File: config.mk
export PLATFORM = sky130hd
export DESIGN_NAME = mem_port_arbiter
export DESIGN_NICKNAME = d
export VERILOG_FILES = /design/src/rtl/mem_port_arbiter.sv
export SDC_FILE = /design/constraint.sdc
export NUM_CORES = 1
export LEC_CHECK = 0
export BUFFER_PORTS_ARGS = -buffer_cell sky130_fd_sc_hd__buf_2
export CAP_MARGIN = 15
export CELL_PAD_IN_SITES_DETAIL_PLACEMENT = 1
export CELL_PAD_IN_SITES_GLOBAL_PLACEMENT = 1
export CORE_UTILIZATION = 35
export DETAILED_ROUTE_END_ITERATION = 7
export PLACE_DENSITY_LB_ADDON = 0.1
export SLEW_MARGIN = 20
export SYNTH_ARGS = -nofsm -noshare
export SYNTH_HDL_FRONTEND = slang
export SYNTH_SLANG_ARGS = --single-unit
File: constraint.sdc
create_clock -name clk -period 2.6 [get_ports clk]
set_clock_uncertainty 0.2 [all_clocks]
set_input_delay 0 -clock clk [delete_from_list [all_inputs] [get_ports clk]]
set_output_delay 0 -clock clk [all_outputs]
set_load 0.05 [all_outputs]
File: src/rtl/mem_port_arbiter.sv
// Arbiter for the single external memory port shared by instruction fetch and
// the MEM-stage load/store unit; sequences each access and drives pipeline stalls.
module mem_port_arbiter #(
  parameter int ADDR_W  = 32,
  parameter int DATA_W  = 32,
  parameter int TIMEOUT = 255
) (
  input  logic                  clk,
  input  logic                  rst,
  input  logic                  if_req,
  input  logic [ADDR_W-1:0]     if_addr,
  output logic [DATA_W-1:0]     if_rdata,
  output logic                  if_done,
  input  logic                  mem_req,
  input  logic                  mem_we,
  input  logic [ADDR_W-1:0]     mem_addr,
  input  logic [DATA_W-1:0]     mem_wdata,
  input  logic [DATA_W/8-1:0]   mem_wmask,
  output logic [DATA_W-1:0]     mem_rdata,
  output logic                  mem_done,
  input  logic                  flush,
  output logic                  ext_req,
  output logic                  ext_we,
  output logic [ADDR_W-1:0]     ext_addr,
  output logic [DATA_W-1:0]     ext_wdata,
  output logic [DATA_W/8-1:0]   ext_wmask,
  input  logic [DATA_W-1:0]     ext_rdata,
  input  logic                  ext_ack,
  output logic [4:0]            stall,
  output logic                  err_timeout,
  output logic [1:0]            fsm_state
);

  localparam int CW = $clog2(TIMEOUT + 1);
  localparam logic [CW-1:0] TLIM    = CW'(TIMEOUT);
  localparam logic [CW-1:0] TLIM_M1 = CW'(TIMEOUT - 1);
  localparam logic [CW-1:0] TONE    = CW'(1);

  typedef enum logic [1:0] {
    IDLE     = 2'd0,
    IF_WAIT  = 2'd1,
    MEM_WAIT = 2'd2,
    IF_DROP  = 2'd3
  } state_t;

  state_t          state;
  logic [CW-1:0]   tcount;
  logic            mem_go;
  logic            if_go;
  logic            counting;

  // A requester whose done pulse is showing is not re-granted in that cycle.
  assign mem_go   = mem_req & ~mem_done;
  assign if_go    = if_req & ~flush & ~if_done;
  assign counting = (state != IDLE) & ext_req & ~ext_ack & (tcount != TLIM);

  assign fsm_state = state;

  always_ff @(posedge clk or negedge rst) begin
    if (!rst) begin
      state       <= IDLE;
      ext_req     <= 1'b0;
      ext_we      <= 1'b0;
      ext_addr    <= '0;
      ext_wdata   <= '0;
      ext_wmask   <= '0;
      if_rdata    <= '0;
      mem_rdata   <= '0;
      if_done     <= 1'b0;
      mem_done    <= 1'b0;
      err_timeout <= 1'b0;
      tcount      <= '0;
    end else begin
      if_done  <= 1'b0;
      mem_done <= 1'b0;

      // Saturating wait counter; the access itself is never aborted.
      if (counting) begin
        tcount <= tcount + TONE;
        if (tcount == TLIM_M1) begin
          err_timeout <= 1'b1;
        end
      end

      case (state)
        IDLE: begin
          if (mem_go) begin
            state     <= MEM_WAIT;
            ext_req   <= 1'b1;
            ext_we    <= mem_we;
            ext_addr  <= mem_addr;
            ext_wdata <= mem_we ? mem_wdata : '0;
            ext_wmask <= mem_we ? mem_wmask : '0;
            tcount    <= '0;
          end else if (if_go) begin
            state     <= IF_WAIT;
            ext_req   <= 1'b1;
            ext_we    <= 1'b0;
            ext_addr  <= if_addr;
            ext_wdata <= '0;
            ext_wmask <= '0;
            tcount    <= '0;
          end
        end

        IF_WAIT: begin
          if (ext_ack) begin
            ext_req <= 1'b0;
            if (flush) begin
              state  <= IF_DROP;
              tcount <= '0;
            end else begin
              if_rdata <= ext_rdata;
              if_done  <= 1'b1;
              state    <= IDLE;
            end
          end else if (flush) begin
            state  <= IF_DROP;
            tcount <= '0;
          end
        end

        MEM_WAIT: begin
          if (ext_ack) begin
            ext_req   <= 1'b0;
            mem_rdata <= ext_rdata;
            mem_done  <= 1'b1;
            state     <= IDLE;
          end
        end

        IF_DROP: begin
          // Entered with ext_req already low when the ack coincided with flush.
          if (ext_ack || !ext_req) begin
            ext_req <= 1'b0;
            state   <= IDLE;
          end
        end

        default: begin
          state   <= IDLE;
          ext_req <= 1'b0;
        end
      endcase
    end
  end

  // MEM stall freezes everything up to EX_MEM; a fetch stall only PC and IF_ID.
  always_comb begin
    stall = 5'b00000;
    if (mem_req & ~mem_done) begin
      stall = 5'b01111;
    end else if (if_req & ~if_done) begin
      stall = 5'b00011;
    end
  end

endmodule

# [Word-level counts from Yosys, hierarchy flattened]
# Cells that the tools add are included.
[op_classes] n_div=0 n_mul=0 eq_ne=10 addsub=1 reduce_logical=12 bitwise_logic=11 n_lt_le_gt_ge=0 shift=0 muxes=35
[op_table] operator="2-to-1 mux 32 bit" count=5
[op_table] operator="2-to-1 mux 8 bit" count=4
[op_table] operator="2-to-1 mux 2 bit" count=8
[op_table] operator="2-to-1 mux 4 bit" count=4
[op_table] operator="case mux 8 bit (2 select lines)" count=1
[op_table] operator="2-to-1 mux 1 bit" count=11
[op_table] operator="adder 8 x 1 -> 8 bit (second input constant)" count=1
[op_table] operator="equality test 8 bit (second input constant)" count=1
[op_table] operator="inequality test 8 bit (second input constant)" count=1
[op_table] operator="case mux 2 bit (4 select lines)" count=1
[op_table] operator="bitwise AND 1 bit" count=7
[op_table] operator="inequality test 3 bit (second input constant)" count=2
[op_table] operator="AND reduction 2 bit" count=3
[op_table] operator="AND reduction 3 bit" count=2
[op_table] operator="equality test 2 bit (second input constant)" count=2
[op_table] operator="inequality test 2 bit (second input constant)" count=2
[op_table] operator="NOT 1 bit" count=4
[op_table] operator="AND reduction 4 bit" count=1
[op_table] operator="nonzero test 2 bit" count=2
[op_table] operator="case mux 1 bit (3 select lines)" count=1
[op_table] operator="equality test 2 x 1 -> 1 bit (second input constant)" count=1
[op_table] operator="zero test 2 bit" count=1
[op_table] operator="inequality test 2 x 1 -> 1 bit (second input constant)" count=1
[op_table] operator="OR reduction 2 bit" count=1
[op_table] operator="other kinds (2)" count=2
[word_totals] output_inout_bits=144 reg_bits=147 latchBits=0 romBits=0 input_bits=139 memories=0 ram_bits=0 elab_cells=81

# [Logic depth before layout (Yosys ltp)]
[logic_depth] word_depth=8 ltp_mapped=8

# [Least setup slack after synthesis]
# Ideal clock, no wire load.
[synth_timing] path_kind="register to register" from="register state[0], in the netlist fsm_state[0]" to="register tcount[3]" synth_period_minus_slack_ps=2368 path_slack_ps=232 stages_incl_launch_ff=8 t_arrival_ps=2094 path_cell_list="dfrtp_1 inv_1 ha_1 buf_4 nor3b_4 nand3_2 or4_4 a21oi_2"
[synth_via] elab_chain_len=8 elab_cells_between_ends=11
[synth_lines] item="start: declaration" line="46" source="state_t state;"
[synth_lines] item="start signal: assignment" line="61" source="state <= IDLE;"
[synth_lines] item="start signal: assignment" line="88" source="state <= MEM_WAIT;"
[synth_lines] item="start signal: assignment" line="96" source="state <= IF_WAIT;"
[synth_lines] item="nonzero test 2 bit" line="55" source="assign counting = (state != IDLE) & ext_req & ~ext_ack & (tcount != TLIM);"
[synth_lines] item="bitwise AND 1 bit (3 in series)" line="55"
[synth_lines] item="2-to-1 mux 8 bit" line="78" source="if (counting) begin"
[synth_lines] item="2-to-1 mux 8 bit" line="95" source="end else if (if_go) begin"
[synth_lines] item="2-to-1 mux 8 bit" line="87" source="if (mem_go) begin"
[synth_lines] item="case mux 8 bit (2 select lines) (*)" line="85" source="case (state)"
[synth_lines] item="end signal: assignment" line="79" source="tcount <= tcount + TONE;"
[synth_lines] item="end: declaration" line="47" source="logic [CW-1:0] tcount;"
# Mark *: on every way between the ends. The rest lies on a longest branch, timed or not.
# A chain may end at the register's enable or synchronous reset.

# [Worst setup path after layout]
[layout_timing] from="register mem_done" to="register ext_addr[5]"
[layout_via] elab_chain_len=4 elab_cells_between_ends=5
[layout_lines] item="start: declaration" line="20" source="output logic mem_done,"
[layout_lines] item="start signal: assignment" line="70" source="mem_done <= 1'b0;"
[layout_lines] item="start signal: assignment" line="75" source="mem_done <= 1'b0;"
[layout_lines] item="start signal: assignment" line="127" source="mem_done <= 1'b1;"
[layout_lines] item="NOT 1 bit (*)" line="53" source="assign mem_go = mem_req & ~mem_done;"
[layout_lines] item="bitwise AND 1 bit (*)" line="53"
[layout_lines] item="nonzero test 2 bit (no line)"
[layout_lines] item="AND reduction 2 bit (no line)"
[layout_lines] item="end signal: assignment" line="91" source="ext_addr <= mem_addr;"
[layout_lines] item="end signal: assignment" line="99" source="ext_addr <= if_addr;"
[layout_lines] item="end: declaration" line="24" source="output logic [ADDR_W-1:0] ext_addr,"
# Marked as above.

==> results.json <==
{
  "final_cell_mix": "280 x sky130_fd_sc_hd__buf_2, 147 x sky130_fd_sc_hd__dfrtp_1, 138 x sky130_fd_sc_hd__dlygate4sd3_1, 132 x sky130_fd_sc_hd__nand2_1, 36 x sky130_fd_sc_hd__a22o_1",
  "worst-endpoint-required_ns": 2.66,
  "leakagePower_uw": 0.00504,
  "num_rows": 47,
  "dp.final_hpwl_um": 13000,
  "layout.cells.most_common": "sky130_fd_sc_hd__buf_2",
  "max_slew_violation_total_from_the_final_report": 0,
  "insertion_delay_ns": 0.41,
  "layout.nets": 1082,
  "worstSetupEndpointType": "flip-flop",
  "slowest_stage": "sky130_fd_sc_hd__dlygate4sd3_1",
  "totalNegativeSetupSlack_ns": 0,
  "max-cap-violations": 0,
  "initial_cell_density_of_the_core_pct": 36.1,
  "synth-seq-area-share_pct": 61.1,
  "async_flop_share_pct": 100,
  "crit_chain": "nand2b_1 -> inv_2 -> buf_4 -> mux2i_1 -> dlygate4sd3_1 -> o21ai_0",
  "numClockSinks": 147,
  "synth.ff_latch_count": 147,
  "synth_fp_nets": 666,
  "drt-wirelength-per-cell_um": 17.8,
  "cts_resized": 0,
  "peakVddDrop_v": 0.000812,
  "ctsRootBufferMaster": "sky130_fd_sc_hd__clkbuf_16",
  "i_o_pin_count": 283,
  "max_slew.worst_pin.slew_ns": 0.598,
  "placeableCoreArea_um2": 16700,
  "grt_antenna_before_repair": 4,
  "min_period_over_period_pct": 91.1,
  "worst_ep_arrival_time_ns": 2.43,
  "finalWirelength_um": 20900,
  "mappedNetlistArea_um2": 6020,
  "synth.avg_cell_area_um2": 11.6,
  "routed-via-count": 5587,
  "drtIter0Drc": 190,
  "yosysWarnings": 0,
  "swShare_pct": 49.5,
  "pin_count_of_the_biggest_net_entering_global_routing": 61,
  "critical_path.max_fanout": 16,
  "pwr-share-seq_pct": 28.7,
  "fin_hold_ws_ns": 0.134,
  "synth_cell_type_count": 43,
  "cts-htree-levels": 4,
  "fmax_ghz": 0.422,
  "final-setup-viol-count": 0,
  "dieArea_um2": 17700,
  "final_total_power_uw": 13300,
  "post-cts-setup-buffers": 0,
  "timing.final.crit_period_ns": 2.37,
  "final_layout_size_suffix_gt1_share_pct": 38.3,
  "start_kind": "flip-flop",
  "post-route-util_pct": 58.0,
  "die_w_um": 133,
  "switchingPower_uw": 6580,
  "die_h_um": 133,
  "tritoncts.num_buffers": 17,
  "power_density_nw_per_um2": 1370,
  "status": "complete, no violations",
  "routed_via_density": 4.77,
  "grt_pass1_wl_um": 33300,
  "timing.critical_path.max_delay_family": "buffers and inverters",
  "hold_viol": 0,
  "timing.critical_path.slowest_cell_delay_ns": 0.57,
  "clkPwrFrac_pct": 19.6,
  "placed_instance_area_um2": 7650,
  "synthesis.instances": 521,
  "clock_tree_from_tritoncts": "built",
  "synth_edf_count": 0,
  "detailedRoute.firstPassIterationCount": 4,
  "place.gp.congestion": 0.769,
  "synthFlopType": "sky130_fd_sc_hd__dfrtp_1",
  "grt_setup_unrepaired": "no",
  "combinational_share_of_power_pct": 51.6,
  "numPortBuffers": 281,
  "areaGrowthSynthToFinish_pct": 60.8,
  "grt_pass1_vias": 6442,
  "global_routing_usage_summed_across_all_routing_layers_pct": 24.2,
  "hold_path_class": "in2reg",
  "cts-root-to-sink-buffers": 2,
  "detail_route.drc_violations": 0,
  "power_report.internal_total_uw": 6710,
  "clock_pin_slew_of_the_registers_on_the_worst_case_setup_and_hold_paths_ns": 0.06,
  "slew_headroom_pct": 60.0,
  "cts_hold_buffers": 139,
  "critPathBufInv": 3,
  "antenna_violating_nets_post_route": 0,
  "global_route.overflow_total": 0,
  "fin_area_um2": 9680,
  "timing.setup.critical_path_class": "reg2reg"
}
power by group through the flow:
stage	clock network [µW]	registers, µW	logic [µW]
after floorplan	0	7150	1550
after global placement	0	3750	6480
after detailed placement	0	3810	6600
after CTS	2670	3790	6860
after global routing	2750	3950	7230
final	2610	3820	6870
through the flow:
step / instances / setup WS (ns)
after floorplan: 521 / 0.232
after global placement: 999 / 0.500
after detailed placement: 999 / 0.430
after CTS: 1168 / 0.250
after global routing: 1172 / 0.0774
final: 1172 / 0.232
worst register-to-register path, stage by stage, from the launching register on:
cell and delay [ns]:
sky130_fd_sc_hd__dfrtp_1 0.38, sky130_fd_sc_hd__nand2b_1 0.20, sky130_fd_sc_hd__inv_2 0.21, sky130_fd_sc_hd__buf_4 0.33, sky130_fd_sc_hd__mux2i_1 0.26, sky130_fd_sc_hd__dlygate4sd3_1 0.57
sky130_fd_sc_hd__o21ai_0 0.08
layer usage:
layer  routed length (µm)  vias to the layer above  GRT usage, %
li1                     -                     2609             -
met1                 7800                     2717          25.8
met2                10900                      204          42.8
met3                 1250                       57          6.96
met4                  946                        0          14.0
met5                    0                        -             0
Yosys cell counts, drive strengths merged (2+ instances only):
library cell,n,share of area [%]
nor3b,2,0.44
and3,2,0.21
dfrtp,147,61
a211oi,2,0.33
a31oi,2,0.21
or3,3,0.31
nand3,4,0.42
clkbuf,8,0.50
a21oi,7,0.64
nand2,132,8.2
mux2i,32,5.3
inv,12,0.75
o21ai,36,3.0
buf,26,2.5
ha,6,1.2
nor2,7,0.44
mux2,32,6.0
a2bb2oi,2,0.29
nor3,4,0.33
a22o,36,5.2
nand2b,3,0.31
o31ai,2,0.25
path summary, 6_finish.rpt:
path                                           from                        end  slack [ns]  depth (start not counted)
max                              mem_done$_DFF_PN0_    ext_addr[5]$_DFFE_PN0P_        0.23                          6
min                                   ext_rdata[20]   if_rdata[20]$_DFFE_PN0P_        0.13                          4
max reg2reg                      mem_done$_DFF_PN0_    ext_addr[5]$_DFFE_PN0P_        0.23                          6
min reg2reg                if_rdata[26]$_DFFE_PN0P_   if_rdata[26]$_DFFE_PN0P_        0.27                          2
max in group asynchronous                       rst  ext_wdata[22]$_DFFE_PN0P_        1.31                          4
min in group asynchronous                       rst   ext_addr[16]$_DFFE_PN0P_        0.48                          4
sequential cells by signal, summed over array words and instances (netlist names):
name / flops
ext_req: 1
ext_we: 1
ext_wmask: 4
err_timeout: 1
if_rdata: 32
mem_done: 1
fsm_state: 2
tcount: 8
mem_rdata: 32
ext_addr: 32
if_done: 1
ext_wdata: 32
cells by family (layout without fill, tap and decap cells):
family | Yosys count | after routing | share of synthesized area (%)
compound gates | 93 | 93 | 10.9
xor+xnor | 1 | 1 | 0.145
fa+ha+maj | 6 | 6 | 1.25
buf+inv | 46 | 473 | 3.74
flops | 147 | 147 | 61.1
mux | 64 | 64 | 11.3
other cells | 1 | 5 | 0.0623
simple gates | 163 | 163 | 11.5
layout make-up:
| cell class | count | area (µm²) |
|---|---|---|
| fillers | 1868 | 7020 |
| repair buffers | 431 | 2920 |
| diodes | 4 | 10.0 |
| clock buffers | 21 | 470 |
| well taps | 220 | 275 |
| multi-input cells | 328 | 2130 |
| inverters | 12 | 45.0 |
| clock inverters | 9 | 154 |
| flip-flops and latches | 147 | 3680 |
No activity file was read; power rests on OpenSTA's default activity.
